### src/rtl/iram_loader_pkg.sv
// Shared CPU package: loader frame marker, loader FSM encoding and the
// instruction memory geometry used by the loader and its storage.
package iram_loader_pkg;

    // Frame start marker on the loader byte stream.
    localparam logic [7:0] IRAM_SYNC_BYTE = 8'hA5;

    // Instruction memory geometry: 128 words of 16 bits, 7-bit word index.
    localparam int IRAM_DEPTH = 128;
    localparam int IRAM_WIDTH = 16;
    localparam int IRAM_AW    = 7;

    // Loader frame parser states.
    typedef enum logic [2:0] {
        IDLE    = 3'd0,
        START   = 3'd1,
        COUNT   = 3'd2,
        DATA_HI = 3'd3,
        DATA_LO = 3'd4,
        CHECK   = 3'd5
    } state_t;

endpackage

### src/rtl/iram_loader_store.sv
// Instruction word storage: one synchronous write port, one combinational
// read port, whole array cleared synchronously while RESET is high.
module iram_store
    import iram_loader_pkg::*;
#(
    parameter int DEPTH = IRAM_DEPTH
) (
    input  logic                  CLK,
    input  logic                  RESET,
    input  logic                  we,
    input  logic [IRAM_AW-1:0]    waddr,
    input  logic [IRAM_WIDTH-1:0] wdata,
    input  logic [IRAM_AW-1:0]    raddr,
    output logic [IRAM_WIDTH-1:0] rdata
);

    logic [IRAM_WIDTH-1:0] mem [0:DEPTH-1];

    // Clear every word on reset, otherwise take the single write port.
    always_ff @(posedge CLK) begin
        if (RESET) begin
            for (int i = 0; i < DEPTH; i++) begin
                mem[i] <= '0;
            end
        end else if (we) begin
            mem[waddr] <= wdata;
        end
    end

    // Fetch path is purely combinational so a written word shows up on the
    // next cycle without an extra read latency.
    assign rdata = mem[raddr];

endmodule

### src/rtl/iram_loader.sv
// Loader for the CPU instruction RAM. Parses framed byte streams
// (SYNC, START, COUNT, data pairs high byte first, XOR checksum) and writes
// 16-bit words into the store while holding the CPU off the fetch port.
//
// Handshake: a byte is transferred on a rising CLK edge where
// IN_VALID && IN_READY. IN_READY is low only while RESET is high, so the
// loader never applies backpressure; cycles with IN_VALID low change nothing.
module iram_loader
    import iram_loader_pkg::*;
#(
    parameter logic [7:0] SYNC_BYTE = IRAM_SYNC_BYTE,
    parameter int         WORDS     = IRAM_DEPTH
) (
    input  logic                  CLK,
    input  logic                  RESET,
    input  logic [7:0]            IN_DATA,
    input  logic                  IN_VALID,
    output logic                  IN_READY,
    input  logic [7:0]            ADDR,
    output logic [IRAM_WIDTH-1:0] Q,
    output logic                  CPU_HOLD,
    output logic                  DONE,
    output logic                  ERR,
    output state_t                DBG_STATE
);

    state_t             state_q, state_d;
    logic [IRAM_AW-1:0] ptr_q, ptr_d;
    logic [7:0]         cnt_q, cnt_d;   // words left, 1..128
    logic [7:0]         hi_q, hi_d;
    logic [7:0]         chk_q, chk_d;
    logic               hold_q, hold_d;
    logic               done_q, done_d;
    logic               err_q, err_d;
    logic               mem_we;
    logic               accept;
    logic               unused_addr_lsb;

    // Bytes are rejected only during reset.
    assign IN_READY = ~RESET;
    assign accept   = IN_VALID & IN_READY;

    // Byte address bit 0 selects nothing: fetch is word-granular.
    assign unused_addr_lsb = ADDR[0];

    iram_store #(
        .DEPTH (WORDS)
    ) u_store (
        .CLK   (CLK),
        .RESET (RESET),
        .we    (mem_we),
        .waddr (ptr_q),
        .wdata ({hi_q, IN_DATA}),
        .raddr (ADDR[7:1]),
        .rdata (Q)
    );

    // State register and datapath registers; reset abandons any frame.
    always_ff @(posedge CLK) begin
        if (RESET) begin
            state_q <= IDLE;
            ptr_q   <= '0;
            cnt_q   <= '0;
            hi_q    <= '0;
            chk_q   <= '0;
            hold_q  <= 1'b0;
            done_q  <= 1'b0;
            err_q   <= 1'b0;
        end else begin
            state_q <= state_d;
            ptr_q   <= ptr_d;
            cnt_q   <= cnt_d;
            hi_q    <= hi_d;
            chk_q   <= chk_d;
            hold_q  <= hold_d;
            done_q  <= done_d;
            err_q   <= err_d;
        end
    end

    // Frame parser: next state, datapath updates and result pulses.
    always_comb begin
        state_d = state_q;
        ptr_d   = ptr_q;
        cnt_d   = cnt_q;
        hi_d    = hi_q;
        chk_d   = chk_q;
        mem_we  = 1'b0;
        done_d  = 1'b0;
        err_d   = 1'b0;
        if (accept) begin
            case (state_q)
                IDLE: begin
                    // Anything but the marker is line noise between frames.
                    if (IN_DATA == SYNC_BYTE) begin
                        state_d = START;
                        chk_d   = '0;
                    end
                end
                START: begin
                    ptr_d   = IN_DATA[IRAM_AW-1:0];
                    state_d = COUNT;
                end
                COUNT: begin
                    // A zero count means a full-memory load.
                    cnt_d   = (IN_DATA == 8'd0) ? 8'd128 : IN_DATA;
                    state_d = DATA_HI;
                end
                DATA_HI: begin
                    hi_d    = IN_DATA;
                    chk_d   = chk_q ^ IN_DATA;
                    state_d = DATA_LO;
                end
                DATA_LO: begin
                    mem_we  = 1'b1;
                    chk_d   = chk_q ^ IN_DATA;
                    ptr_d   = ptr_q + 1'b1;   // wraps 127 -> 0
                    cnt_d   = cnt_q - 8'd1;
                    state_d = (cnt_q == 8'd1) ? CHECK : DATA_HI;
                end
                CHECK: begin
                    // Written words stay in place even on a bad checksum.
                    if (IN_DATA == chk_q) begin
                        done_d = 1'b1;
                    end else begin
                        err_d = 1'b1;
                    end
                    state_d = IDLE;
                end
                default: begin
                    state_d = IDLE;
                end
            endcase
        end
        hold_d = (state_d != IDLE);
    end

    assign CPU_HOLD  = hold_q;
    assign DONE      = done_q;
    assign ERR       = err_q;
    assign DBG_STATE = state_q;

endmodule

### config.mk
export PLATFORM = sky130hd
export DESIGN_NAME = iram_loader
export DESIGN_NICKNAME = d
export VERILOG_FILES = /design/src/rtl/iram_loader_pkg.sv /design/src/rtl/iram_loader_store.sv /design/src/rtl/iram_loader.sv
export SDC_FILE = /design/constraint.sdc
export NUM_CORES = 2
export LEC_CHECK = 0
export ABC_AREA = 1
export CAP_MARGIN = 0
export CORE_UTILIZATION = 48
export CTS_CLUSTER_SIZE = 20
export DETAILED_ROUTE_END_ITERATION = 8
export PLACE_DENSITY = 0.66
export REMOVE_ABC_BUFFERS = 1
export SYNTH_ARGS = -nofsm -noshare
export SYNTH_HDL_FRONTEND = slang
export SYNTH_SLANG_ARGS = --single-unit
export TNS_END_PERCENT = 50
### constraint.sdc
create_clock -name CLK -period 2.4 [get_ports CLK]
set_input_delay 0.36 -clock CLK [delete_from_list [all_inputs] [get_ports CLK]]
set_output_delay 0.36 -clock CLK [all_outputs]
set_load 0.1 [all_outputs]
==> reports/summary.txt <==
status = finished with violations
failing checks = setup timing
Worst Hold Path EP = ptr_q[1]
multiplexer share of the synthesized area = 0
port bufs = 40
Post-Synth Simple-Gate Area = 0.291
initial antenna violation count = 3
Final #Nets = 9819
Final Slew Violations = 0
Detail Route Antenna Nets = 0
total gr overflow = 0
Ports = 42
Layout area overhead = 22.9%
Compound-Gate Fraction of Synth Area = 0.00373
Die ar. = 196000 sq um
GR Util All Layers = 0.300
first-pass GRT wire length = 444 mm
syn_area_per_cell = 9.75 sq um
CTS tree = done
Adder-Cell Fraction of Synth Area = 0.000403
hold slack = 305 ps
Synth cell types = 28
Final min period = 2750 ps
Final Hold Fails = 0
post-layout util = 0.594
Worst-Margin Slew = 836 ps
area leader, netlist = edfxtp_1
# rows = 161
CP max FO = 31
initial DRC count = 10000
CP startpoint kind = input pin
Max Fclk = 363 MHz
top post-synthesis cells by area = edfxtp_1 66%, nand3_1 11%, nand2_1 9.5%, nor2_1 8.4%, clkbuf_1 2.8%
reg2reg start = DBG_STATE[0]
Max rail drop VDD = 0.813 mV
CP peak stage delay = 180 ps
initial core utilization = 0.484
CP cell instances = buf_16 > clkinv_16 > buf_16 > buf_4 > buf_16 > nand2_1 > nand3_1 > nand3_1 > nand3_2 > nand3_4 > nand3_4 > nand3_4 > nand2_4 > buf_12
xor/xnor share of the synthesized area = 0.00103
Min-Delay Startpoint = IN_DATA[1]
PwrDens = 713 nW/um^2
MaxCap Viol Count = 0
placed cell area = 103000 sq um
Clock Sinks = 2085
worst skew pair latency = 870 ps
Initial DRT Pass Iterations = 9
Critical Path AT = 2390 ps
Worst Hold Class = input pin to register
total power = 81.7 mW
r2r setup slk = 180 ps
most frequent cells in the layout = 2341 x nand2_1, 2084 x nor2_1, 2048 x edfxtp_1
gp weighted congestion = 0.944
Synth Instances = 9564
worst slack, placed = -1090 ps
Leakage = 43.0 nW
Vias/cell = 5.89
commonest non-fill, non-tap cell in the layout = nand2_1
post-DR wirelength/cell = 24.0 um
Vias = 73600
largest net degree at the start of global routing = 112
R2R depth = 10
die width = 443 um
clock-pin slew on the worst setup and hold paths = 60 ps
Finish-stage setup viols = 16
worst setup margin = -353 ps
Mapped Area = 93300 sq um
CTS max path bufs = 3
worst r2r dst = u_store.mem[116][5]
CP delay by family, top = simple AND/OR/NAND/NOR gates
register bit total from synthesis = 2085
clock buffer count from CTS = 210
Req. time, crit path = 2040 ps
Chip Height = 443 um
number of H-tree levels = 4
design area = 115000 sq um
Yosys Warn Count = 0
WP buf/inv = 6
Final Skew = 29.8 ps
RSZ-0062 raised after global routing = yes
hpwl dp = 192 mm
Crit Path Category = input pin to output pin
Rel. slew slack = 0.443
core area = 193000 sq um
main combinational cell family by area after synthesis = simple AND/OR/NAND/NOR gates
CP Capture Type = output pin
sequential area share after synthesis = 0.667
CP Depth = 14
layout cell share with drive strength beyond 1 = 0.179
final wirelength = 300 mm
hold path depth = 3
CP max-delay cell = buf_16
DRC = 0
CTS root buf = clkbuf_16
period utilization = 1.15
share of the synthesized area in the top cell type = 0.659
vias in the first global route = 70600
==> worst register-to-register path, delay by kind of cell (launching register included) <==
family / cells / cell delay, ps
simple gates: 6 / 800
flops: 1 / 320
buf+inv: 4 / 820
==> per-stage QoR <==
stage | TNS [ps] | cells
finish | -5130 | 12500
global route | -5720 | 12500
floorplan | -5884900 | 8731
detailed placement | -398660 | 12100
CTS | -5300 | 12500
global placement | -320680 | 12100
==> per-layer routing <==
layer	vias to the layer above	GRT usage	share of wire
li1	32900	-	-
met1	36000	0.411	0.39
met2	4170	0.475	0.47
met3	606	0.0451	0.10
met4	0	0.131	0.046
met5	-	0	0
==> worst max-delay path by stage <==
stage,startpoint,slack [ps],end
final,ADDR[1],-350,Q[11]
after global routing,u_store.mem[21][3],-390,Q[3]
after CTS,u_store.mem[111][7],-360,Q[7]
after detailed placement,ADDR[1],-1090,Q[11]
after global placement,ADDR[1],-1090,Q[14]
after floorplan,ADDR[1],-7390,Q[10]
==> logic make-up (layout without fill, tap and decap cells) <==
family | Yosys count | in the layout
AND/OR/NAND/NOR | 6512 | 6512
flip-flops | 2085 | 2085
buffers and inverters | 887 | 1289
AO/OA/AOI/OAI | 66 | 66
XOR/XNOR | 11 | 11
adder cells (fa/ha/maj) | 3 | 3
other | 0 | 1
==> registers in the layout, indices dropped and copies added (netlist names) <==
register,flops
hi_q,8
chk_q,8
CPU_HOLD,1
DBG_STATE,3
u_store.mem,2048
DONE,1
cnt_q,8
ERR,1
ptr_q,7
==> where the power goes <==
part / switching, mW / internal, mW
combinational: 5.53 / 2.76
sequential: 0.358 / 41.0
clock: 14.3 / 17.8
==> layout make-up <==
cell class / instances / area, sq um
fill: 15400 / 78200
sequential: 2085 / 62200
multi-input combinational: 6592 / 32000
timing repair buffer: 854 / 10300
clock buffer: 255 / 5490
tap: 2526 / 3160
clock inverter: 126 / 1130
inverter: 54 / 339
antenna: 1 / 2.50
==> synth_stat cells, drive strengths merged <==
library cell,instances
nand2,2367
nor2,2086
edfxtp,2048
nand3,2035
clkbuf,708
buf,125
inv,54
dfxtp,37
o21ai,36
a21oi,19
nor3,11
a31oi,8
xor2,6
nor4,5
xnor2,5
or2,4
a211oi,3
ha,3
nand4,3
nor2b,1
==> timing repair <==
action / 4_1_cts / 5_1_grt
cloned: 7 / 7
setup buffers: 5 / 7
setup endpoints to repair: 16 / 16
pin swaps: 239 / 98
hold buffers: 0 / 0
gates resized for setup: 724 / 142
Note: power is estimated with default switching activity, not from simulation.
